<file path="src/rtl/sa_rf_seq.sv">
// sa_rf_seq: sequences one matrix job into the systolic-array register file.
// It takes N row beats into the RF and then runs the fixed-length PE compute
// window, ending with a one-cycle DONE pulse.
module sa_rf_seq #(
   parameter int unsigned N              = 8,
   parameter int unsigned DW             = 8,
   parameter int unsigned COMPUTE_CYCLES = 3 * N - 2
) (
   input  logic                   CLK,
   input  logic                   RSTN,
   input  logic                   START,
   input  logic                   ABORT,
   input  logic                   IN_VALID,
   output logic                   IN_READY,
   input  logic [2*N*DW-1:0]      IN_DATA,
   output logic                   RF_EN,
   output logic                   RF_WRITE,
   output logic [$clog2(N)-1:0]   RF_IDX,
   output logic [2*N*DW-1:0]      RF_DIN,
   output logic                   SA_EN,
   output logic                   SA_CLR,
   output logic                   BUSY,
   output logic                   DONE
);

   localparam int unsigned IW = $clog2(N);
   localparam int unsigned CW = $clog2(COMPUTE_CYCLES + 1);

   typedef enum logic [1:0] {
      S_IDLE    = 2'd0,
      S_LOAD    = 2'd1,
      S_COMPUTE = 2'd2
   } state_t;

   state_t          state;
   logic [IW-1:0]   row_cnt;
   logic [CW-1:0]   cyc_cnt;
   logic            accept;

   // Ready only while loading; an abort suppresses the handshake in that cycle.
   assign IN_READY = (state == S_LOAD) && !ABORT;
   assign accept   = IN_VALID && IN_READY;

   // Job sequencer: state, counters and all registered outputs.
   always_ff @(posedge CLK or negedge RSTN) begin
      if (!RSTN) begin
         state    <= S_IDLE;
         row_cnt  <= '0;
         cyc_cnt  <= '0;
         RF_EN    <= 1'b0;
         RF_WRITE <= 1'b0;
         RF_IDX   <= '0;
         RF_DIN   <= '0;
         SA_EN    <= 1'b0;
         SA_CLR   <= 1'b0;
         BUSY     <= 1'b0;
         DONE     <= 1'b0;
      end else begin
         RF_EN    <= 1'b0;
         RF_WRITE <= 1'b0;
         SA_EN    <= 1'b0;
         SA_CLR   <= 1'b0;
         DONE     <= 1'b0;
         if (ABORT) begin
            state   <= S_IDLE;
            row_cnt <= '0;
            cyc_cnt <= '0;
            RF_IDX  <= '0;
            RF_DIN  <= '0;
            BUSY    <= 1'b0;
         end else begin
            case (state)
               S_IDLE: begin
                  if (START) begin
                     state   <= S_LOAD;
                     row_cnt <= '0;
                     cyc_cnt <= '0;
                     BUSY    <= 1'b1;
                  end
               end
               S_LOAD: begin
                  if (accept) begin
                     RF_EN    <= 1'b1;
                     RF_WRITE <= 1'b1;
                     RF_IDX   <= row_cnt;
                     RF_DIN   <= IN_DATA;
                     if (row_cnt == IW'(N - 1)) begin
                        state   <= S_COMPUTE;
                        cyc_cnt <= '0;
                     end else begin
                        row_cnt <= row_cnt + IW'(1);
                     end
                  end
               end
               S_COMPUTE: begin
                  if (cyc_cnt != CW'(COMPUTE_CYCLES)) begin
                     RF_EN   <= 1'b1;
                     SA_EN   <= 1'b1;
                     SA_CLR  <= (cyc_cnt == '0);
                     RF_IDX  <= '0;
                     cyc_cnt <= cyc_cnt + CW'(1);
                  end else begin
                     DONE  <= 1'b1;
                     BUSY  <= 1'b0;
                     state <= S_IDLE;
                  end
               end
               default: begin
                  state <= S_IDLE;
                  BUSY  <= 1'b0;
               end
            endcase
         end
      end
   end

endmodule
</file>
<file path="config.mk">
export PLATFORM = sky130hd
export DESIGN_NAME = sa_rf_seq
export DESIGN_NICKNAME = d
export VERILOG_FILES = /design/src/rtl/sa_rf_seq.sv
export SDC_FILE = /design/constraint.sdc
export NUM_CORES = 1
export LEC_CHECK = 0
export ABC_AREA = 1
export BUFFER_PORTS_ARGS = -buffer_cell sky130_fd_sc_hd__buf_2
export CAP_MARGIN = 5
export CORE_MARGIN = 2
export CORE_UTILIZATION = 53
export CTS_BUF_LIST = sky130_fd_sc_hd__clkbuf_8
export CTS_CLUSTER_SIZE = 10
export DETAILED_ROUTE_END_ITERATION = 8
export PLACE_DENSITY = 0.95
export SYNTH_ARGS = -nofsm -noshare
export SYNTH_HDL_FRONTEND = slang
export SYNTH_SLANG_ARGS = --single-unit
</file>
<file path="constraint.sdc">
create_clock -name CLK -period 3.2 [get_ports CLK]
set_input_delay 0.64 -clock CLK [delete_from_list [all_inputs] [get_ports CLK]]
set_output_delay 0.64 -clock CLK [all_outputs]
set_load 0.005 [all_outputs]
</file>
# == Word-level counts from Yosys, hierarchy flattened ==
# Cells that the tools add are included.
# word_totals
output_inout_bits,138
latchBits,0
in_bits,133
ramBits,0
romBits,0
word_cells,82
ff_bits,147
memories,0
# op_classes
div_mod_pow,0
n_eq_ne,11
n_mul,0
reduce_logical,16
addsub,2
bitwise_logic,0
n_shift,0
mux,42
magnitude_cmp,0
# op_table
cell,n
$mux W128,3
$mux W5,5
$mux W3,7
$mux W1,16
$ne A3 B3 Y1 const B,5
$pmux W5 S3,1
$pmux W3 S2,2
$mux W2,5
$reduce_and A4 Y1,2
$pmux W2 S3,1
$reduce_and A3 Y1,2
$reduce_bool A3 Y1,2
$add A5 B1 Y5 const B,1
$logic_not A5 Y1,1
$ne A5 B5 Y1 const B,1
$reduce_and A5 Y1,1
$reduce_bool A2 Y1,2
$reduce_bool A4 Y1,1
$add A3 B1 Y3 const B,1
$eq A3 B3 Y1 const B,1
$ne A3 B2 Y1 const B,1
$pmux W1 S3,1
$eq A2 B1 Y1 const B,1
$eq A2 B2 Y1 const B,1
6 further kinds,7

# == Depth between registers and ports, before layout ==
# Gate-level depths: netlist of run 1.
# logic_depth
word_depth,6
depth_mapped,10
depth_no_buf,10

# == Worst setup path before layout of run 1 ==
# OpenSTA, ideal clock, no wires.
# synth_timing
kind,input -> register
startpoint,input port ABORT
endpoint,register cyc_cnt[0]
t_required_ns,3.079
n_path_buf,1
setup_ns,0.121
arrival_time_ns,1.407
stages,7
path_slack_ns,1.672
cell_sequence,buf_4 > nor2_1 > nand3_1 > nand2_1 > nor2_4 > nand2_1 > nand2_1
# synth_between
elab_chain_cells,5
word_cells_on_any_way,10
cone_classes,eq/ne: 4; mux: 1; reduce/logical: 5
# synth_lines
item,line,rtl
"start, declared",12,"input logic ABORT,"
$logic_not A1 Y1,41,assign IN_READY = (state == S_LOAD) && !ABORT;
$logic_and A1 B1 Y1,41,
$logic_and A1 B1 Y1,42,assign accept = IN_VALID && IN_READY;
$ne A3 B3 Y1 (no line),n/a,
$reduce_and A5 Y1 (no line),n/a,
"end signal, assigned",101,cyc_cnt <= cyc_cnt + CW'(1);
"end, declared",37,logic [CW-1:0] cyc_cnt;
# Parallel ways exist; a longest one is shown, timed or not.
# A chain may end at the register's enable or synchronous reset.

# == Worst setup path in the final report of run 1 ==
# layout_timing
startpoint,register state[1]
endpoint,register RF_DIN[91]
# layout_between
elab_chain_cells,5
word_cells_on_any_way,6
cone_classes,eq/ne: 1; reduce/logical: 5
# layout_lines
item,line,rtl
"start, declared",35,state_t state;
"start signal, assigned",47,state <= S_IDLE;
"start signal, assigned",65,state <= S_IDLE;
"start signal, assigned",75,state <= S_LOAD;
$eq A2 B1 Y1 (*),"41, 72",
$logic_and A1 B1 Y1,41,
$logic_and A1 B1 Y1,42,
$reduce_bool A2 Y1 (no line),n/a,
$reduce_and A2 Y1 (no line) (*),n/a,
"end signal, assigned",53,RF_DIN <= '0;
"end signal, assigned",69,RF_DIN <= '0;
"end signal, assigned",86,RF_DIN <= IN_DATA;
"end, declared",19,"output logic [2*N*DW-1:0] RF_DIN,"
# Mark *: on every way between the ends. The rest lies on a longest branch, timed or not.

==> impl_metrics.toml, run 1 <==
[place]
placed_cells = 1076
hpwl_um = 11400
pre_cts_ws_ps = 792
numPortBuffers = 270
gp_congestion = 0.892

[yosys]
yosysWarnings = 0
syn_inst = 699
ys_types = 22
ys_ff_latch = 147
synth_nets = 840
syn_area_per_cell_um2 = 8.89
ys_seq_area_share_pct = 59.2
synthesis.area_um2 = 6210

[sta]
maxSlewViolCount = 0
skew_ps = 7.07
tightest_slew_ps = 696
relSlewSlack_pct = 53.6
fmax_mhz = 420
setup_violations = 0
tns_ps = 0
rsz0062_at_grt = "false"
layout_setup_ws_ps = 819
period_needed_ps = 2380
hold_viol = 0
period_share_pct = 74.4

[clock_network]
cts-hold-fix-buffers = 0
cts_tree = "yes"
cts_max_path_buffers = 2
post-cts-setup-buffers = 0
clk_pin_slew_ps = 70
cts_resized = 0
cts-root-buf = "clkbuf_8"
cts_buffers = 17
cts.sinks = 147
clkLatencyLatePin_ps = 420
h-tree-depth = 4

[power]
swShare_pct = 30.5
combPwrFrac_pct = 23.1
clock_power_share_pct = 28.7
power_frac_seq_pct = 48.3
intPower_uw = 3260
totalPowerFinal_uw = 4690
power_switching_uw = 1430
p_leak_uw = 0.00502
powerDensity_nw_per_um2 = 589
peakVddDrop_uv = 415

[cells_and_area]
area_growth_pct = 28.1
drive_gt1_share_pct = 33.3
fin_cells = 1107
nets = 1093
n_fill_cell = 857
final_util_pct = 69.7
antenna_cells = 0

[critical_path]
end_kind = "flip-flop"
worst-path-max-fanout = 51
cp.arrival_ps = 2740
cp.required_ps = 3560
start_kind = "flip-flop"
path_class = "flip-flop to flip-flop"

[grt]
grt_pass1_wl_um = 26500
grt_pass1_vias = 5562
grt_max_degree = 99
antenna_found_initial = 0
grtUsageTotal_pct = 26.0
overflow = 0

[worst_hold_path]
hold_class = "primary input to async pin"

[drt]
vias = 5774
drc = 0
dr.pass1.iters = 6
vias_per_cell = 5.22
totalWireLength_um = 16300
drt-wirelength-per-cell_um = 14.7
ant_nets = 0
first_iter_violations = 602

[floorplanning]
ioPinCount = 271
die-area_um2 = 12600
num_rows = 39
core_um2 = 11400
die_h_um = 112
start_util_pct = 54.4
die_x_um = 112

[status]
status = "finished, final reports clean"

[job]
maxCapViolCount = 0
[power groups by stage]
stage / Sequential (µW) / Combinational, µW / Clock, µW
global route: 2290 / 1210 / 1470
floorplan: 2300 / 573 / 0
detailed placement: 2290 / 1090 / 0
global placement: 2280 / 1050 / 0
finish: 2260 / 1080 / 1340
CTS: 2260 / 1090 / 1380
[critical path, cell delays in order (launching register included)]
cell and delay [ps]:
dfrtp_1 400, inv_1 110, ha_1 250, inv_2 70, nor2_4 190, nand2_4 360
inv_4 430, buf_12 270, nand2_1 100, nand2_1 90
[area by class of cell]
| type | instances | area, µm² | share of cell area [%] |
|---|---|---|---|
| repair buffers | 277 | 1470 | 18.5 |
| clock buffers | 23 | 317 | 3.98 |
| flip-flops and latches | 147 | 3680 | 46.2 |
| clock inverters | 8 | 60.1 | 0.754 |
| multi-input cells | 487 | 2170 | 27.2 |
| well taps | 143 | 179 | 2.25 |
| inverters | 22 | 87.6 | 1.10 |
[per-layer routing]
metal	up-vias	GRT usage (%)	part of all wire, %
met3	42	5.94	7.8
met4	0	11.0	2.7
li1	2729	-	-
met1	2693	32.2	39
met5	-	0	0
met2	310	44.3	50
[worst paths after layout]
kind | start | end | slack [ps] | depth (start not counted)
hold / removal | RSTN | RF_IDX[1] | 240 | 1
setup reg to reg | state[1] | RF_DIN[91] | 820 | 9
max in group asynchronous | RSTN | RF_DIN[96] | 2250 | 2
setup / recovery | state[1] | RF_DIN[91] | 820 | 9
hold reg to reg | RF_IDX[2] | RF_IDX[2] | 470 | 2
min in group CLK | IN_DATA[23] | RF_DIN[23] | 410 | 3
[flip-flops by register name, summed over array words and instances (netlist names)]
register	count
BUSY	1
DONE	1
RF_DIN	128
RF_EN	1
RF_IDX	3
RF_WRITE	1
SA_CLR	1
SA_EN	1
cyc_cnt	5
row_cnt	3
state	2
[cell families after synthesis]
group                    after synthesis  synth area share (%)
flip-flops                           147                  59.2
AND/OR/NAND/NOR                      466                  31.9
buffers and inverters                 65                  6.02
adder cells (fa/ha/maj)                8                  1.61
XOR/XNOR                               1                 0.141
AO/OA/AOI/OAI                         12                  1.17
[cell usage after synthesis, drive strengths merged]
cell type	instances	share of area, %
xnor2	1	0.14
nor3	2	0.16
buf	40	4.5
nand2	306	19
o21ai	4	0.32
clkbuf	3	0.18
a21oi	3	0.24
nand3b	1	0.12
ha	8	1.6
nor2	18	1.3
dfrtp	147	59
nand3	137	11
nand4	2	0.20
inv	22	1.3
o21bai	5	0.60
[placed cells by master (no fill, tap or decap), types with 2 or more instances in the layout]
| cell type | synthesis | layout |
|---|---|---|
| inv_4 | 0 | 2 |
| clkbuf_8 | 0 | 23 |
| dfrtp_1 | 147 | 147 |
| buf_4 | 1 | 2 |
| nor2_1 | 16 | 16 |
| nand3_1 | 136 | 136 |
| nand2_2 | 11 | 10 |
| nand2_1 | 295 | 295 |
| nor2_4 | 2 | 2 |
| o21bai_1 | 5 | 5 |
| buf_12 | 1 | 5 |
| inv_1 | 19 | 23 |
| o21ai_0 | 4 | 4 |
| clkinv_2 | 0 | 3 |
| buf_2 | 28 | 269 |
| nor3_1 | 2 | 2 |
| a21oi_1 | 3 | 3 |
| nand4_1 | 2 | 2 |
| ha_1 | 8 | 8 |
[through the flow]
step	hold slack [ps]	instance area, µm²
after floorplan	344	6210
after global placement	461	7580
after detailed placement	456	7580
after CTS	245	7960
after global routing	278	7960
final	244	7960
Note: power is estimated with default switching activity, not from simulation.
==> inputs of run 2 (changes only) <==
--- a/config.mk
+++ b/config.mk
@@ -9,11 +9,11 @@
 export BUFFER_PORTS_ARGS = -buffer_cell sky130_fd_sc_hd__buf_2
 export CAP_MARGIN = 5
 export CORE_MARGIN = 2
-export CORE_UTILIZATION = 53
+export CORE_UTILIZATION = 49
 export CTS_BUF_LIST = sky130_fd_sc_hd__clkbuf_8
 export CTS_CLUSTER_SIZE = 10
 export DETAILED_ROUTE_END_ITERATION = 8
-export PLACE_DENSITY = 0.95
+export PLACE_DENSITY = 0.91
 export SYNTH_ARGS = -nofsm -noshare
 export SYNTH_HDL_FRONTEND = slang
 export SYNTH_SLANG_ARGS = --single-unit
==> constraint.sdc (replaced) <==
create_clock -name CLK -period 2.34 [get_ports CLK]
set_input_delay 0.468 -clock CLK [delete_from_list [all_inputs] [get_ports CLK]]
set_output_delay 0.468 -clock CLK [all_outputs]
set_load 0.005 [all_outputs]
==> run 2 against run 1 <==
Compared with the run above: power is 42% higher; sequential power grew 37%; sequential share of layout area fell by 0.81 points; first-iteration DRC count down 12%; non-clock buffer count grew 3; critical path type is now flip-flop to primary output.
==> impl_metrics.toml, run 2 (same netlist as run 1, synthesis figures left out) <==
[sta]
tns_ps = 0
period_needed_ps = 2080
hold_viol = 0
fmax_mhz = 480
period_share_pct = 89.0
maxSlewViolCount = 0
setup_violations = 0
skew_ps = 9.18
rsz0062_at_grt = "false"
tightest_slew_ps = 622
relSlewSlack_pct = 58.5

[floorplanning]
start_util_pct = 49.6
die_x_um = 117
core_um2 = 12500
die_h_um = 117
die-area_um2 = 13600
ioPinCount = 271
num_rows = 41

[critical_path]
cp.arrival_ps = 1610
worst-path-max-fanout = 8
r2r_cells = 8
cp.required_ps = 1870
start_kind = "flip-flop"
path_class = "flip-flop to primary output"
end_kind = "primary output"
rrSetupSlack_ps = 450

[place]
hpwl_um = 11400
numPortBuffers = 270
dpl_cell_area_um2 = 7670
gp_congestion = 0.852

[worst_hold_path]
hold_class = "primary input to flip-flop"
holdPathStages = 3

[cells_and_area]
mostFrequentLayoutCell = "nand2_1"
register_area_um2 = 3680
reg_top3 = "RF_DIN x128, cyc_cnt x5"
largest_register = "RF_DIN"
area_growth_pct = 30.4
antenna_cells = 0
drive_gt1_share_pct = 33.5
nets = 1096
mostFrequentLayoutCells = "nand2_1 (295), buf_2 (269), dfrtp_1 (147)"
largest_reg_flops = 128
final_util_pct = 64.7
multi_input_area_um2 = 2170
fin_area_um2 = 8100
n_fill_cell = 1048

[clock_network]
cts-hold-fix-buffers = 1
cts.sinks = 147
h-tree-depth = 4
cts_tree = "yes"
post-cts-setup-buffers = 0
cts_resized = 0
cts_max_path_buffers = 2
cts-root-buf = "clkbuf_8"
clk_pin_slew_ps = 80
cts_buffers = 17
clkLatencyLatePin_ps = 430

[power]
power_frac_seq_pct = 46.3
combPwrFrac_pct = 22.6
p_leak_uw = 0.00506
totalPowerFinal_uw = 6680
clock_power_share_pct = 31.1
swShare_pct = 30.2
power_switching_uw = 2020
powerDensity_nw_per_um2 = 824
intPower_uw = 4660
peakVddDrop_uv = 410

[grt]
antenna_found_initial = 1
grt_pass1_vias = 5387
grt_max_degree = 129
grtUsageTotal_pct = 23.7
overflow = 0
grt_pass1_wl_um = 25200

[drt]
vias_per_cell = 5.01
drt-wirelength-per-cell_um = 14.5
drc = 0
ant_nets = 0
dr.pass1.iters = 5
vias = 5710
totalWireLength_um = 16600
first_iter_violations = 532

[status]
status = "finished, final reports clean"

[job]
maxCapViolCount = 0
-- run 2: metal layers --
layer	track usage, %	routed length, µm
met3	7.01	1400
met4	9.25	321
met5	0	13
met1	28.8	6580
met2	39.9	8240
-- run 2: power groups by stage --
stage | combinational (µW) | sequential (µW) | clock, µW
floorplan | 784 | 3150 | 0
global placement | 1460 | 3110 | 0
detailed placement | 1510 | 3130 | 0
CTS | 1520 | 3090 | 2120
global route | 1700 | 3130 | 2240
finish | 1510 | 3090 | 2080
-- run 2: stage by stage --
step / setup WS [ps] / hold WS, ps / cells
after floorplan: 821 / 172 / 699
after global placement: 601 / 415 / 1107
after detailed placement: 511 / 415 / 1107
after CTS: 235 / 196 / 1140
after global routing: 117 / 203 / 1140
final: 258 / 228 / 1140
-- run 2: worst paths after layout --
| path | to | start |
|---|---|---|
| hold reg to reg | RF_IDX[2] | RF_IDX[2] |
| hold / removal | RF_DIN[114] | IN_DATA[114] |
| max in group asynchronous | RF_DIN[42] | RSTN |
| setup reg to reg | RF_DIN[61] | state[1] |
| setup / recovery | IN_READY | state[1] |
| min in group asynchronous | RF_DIN[111] | RSTN |
-- run 2: area by class of cell --
class | instances | area share [%]
timing repair buffer | 280 | 18.9
clock inverter | 14 | 2.12
multi-input combinational | 487 | 26.7
inverter | 22 | 1.08
tap | 172 | 2.66
sequential | 147 | 45.4
clock buffer | 18 | 3.06
-- run 2: worst max-delay path, stage by stage, from the launching register on --
cell	delay (ps)
dfrtp_1	400
inv_1	110
ha_1	230
inv_2	70
nor2_4	210
buf_2	170
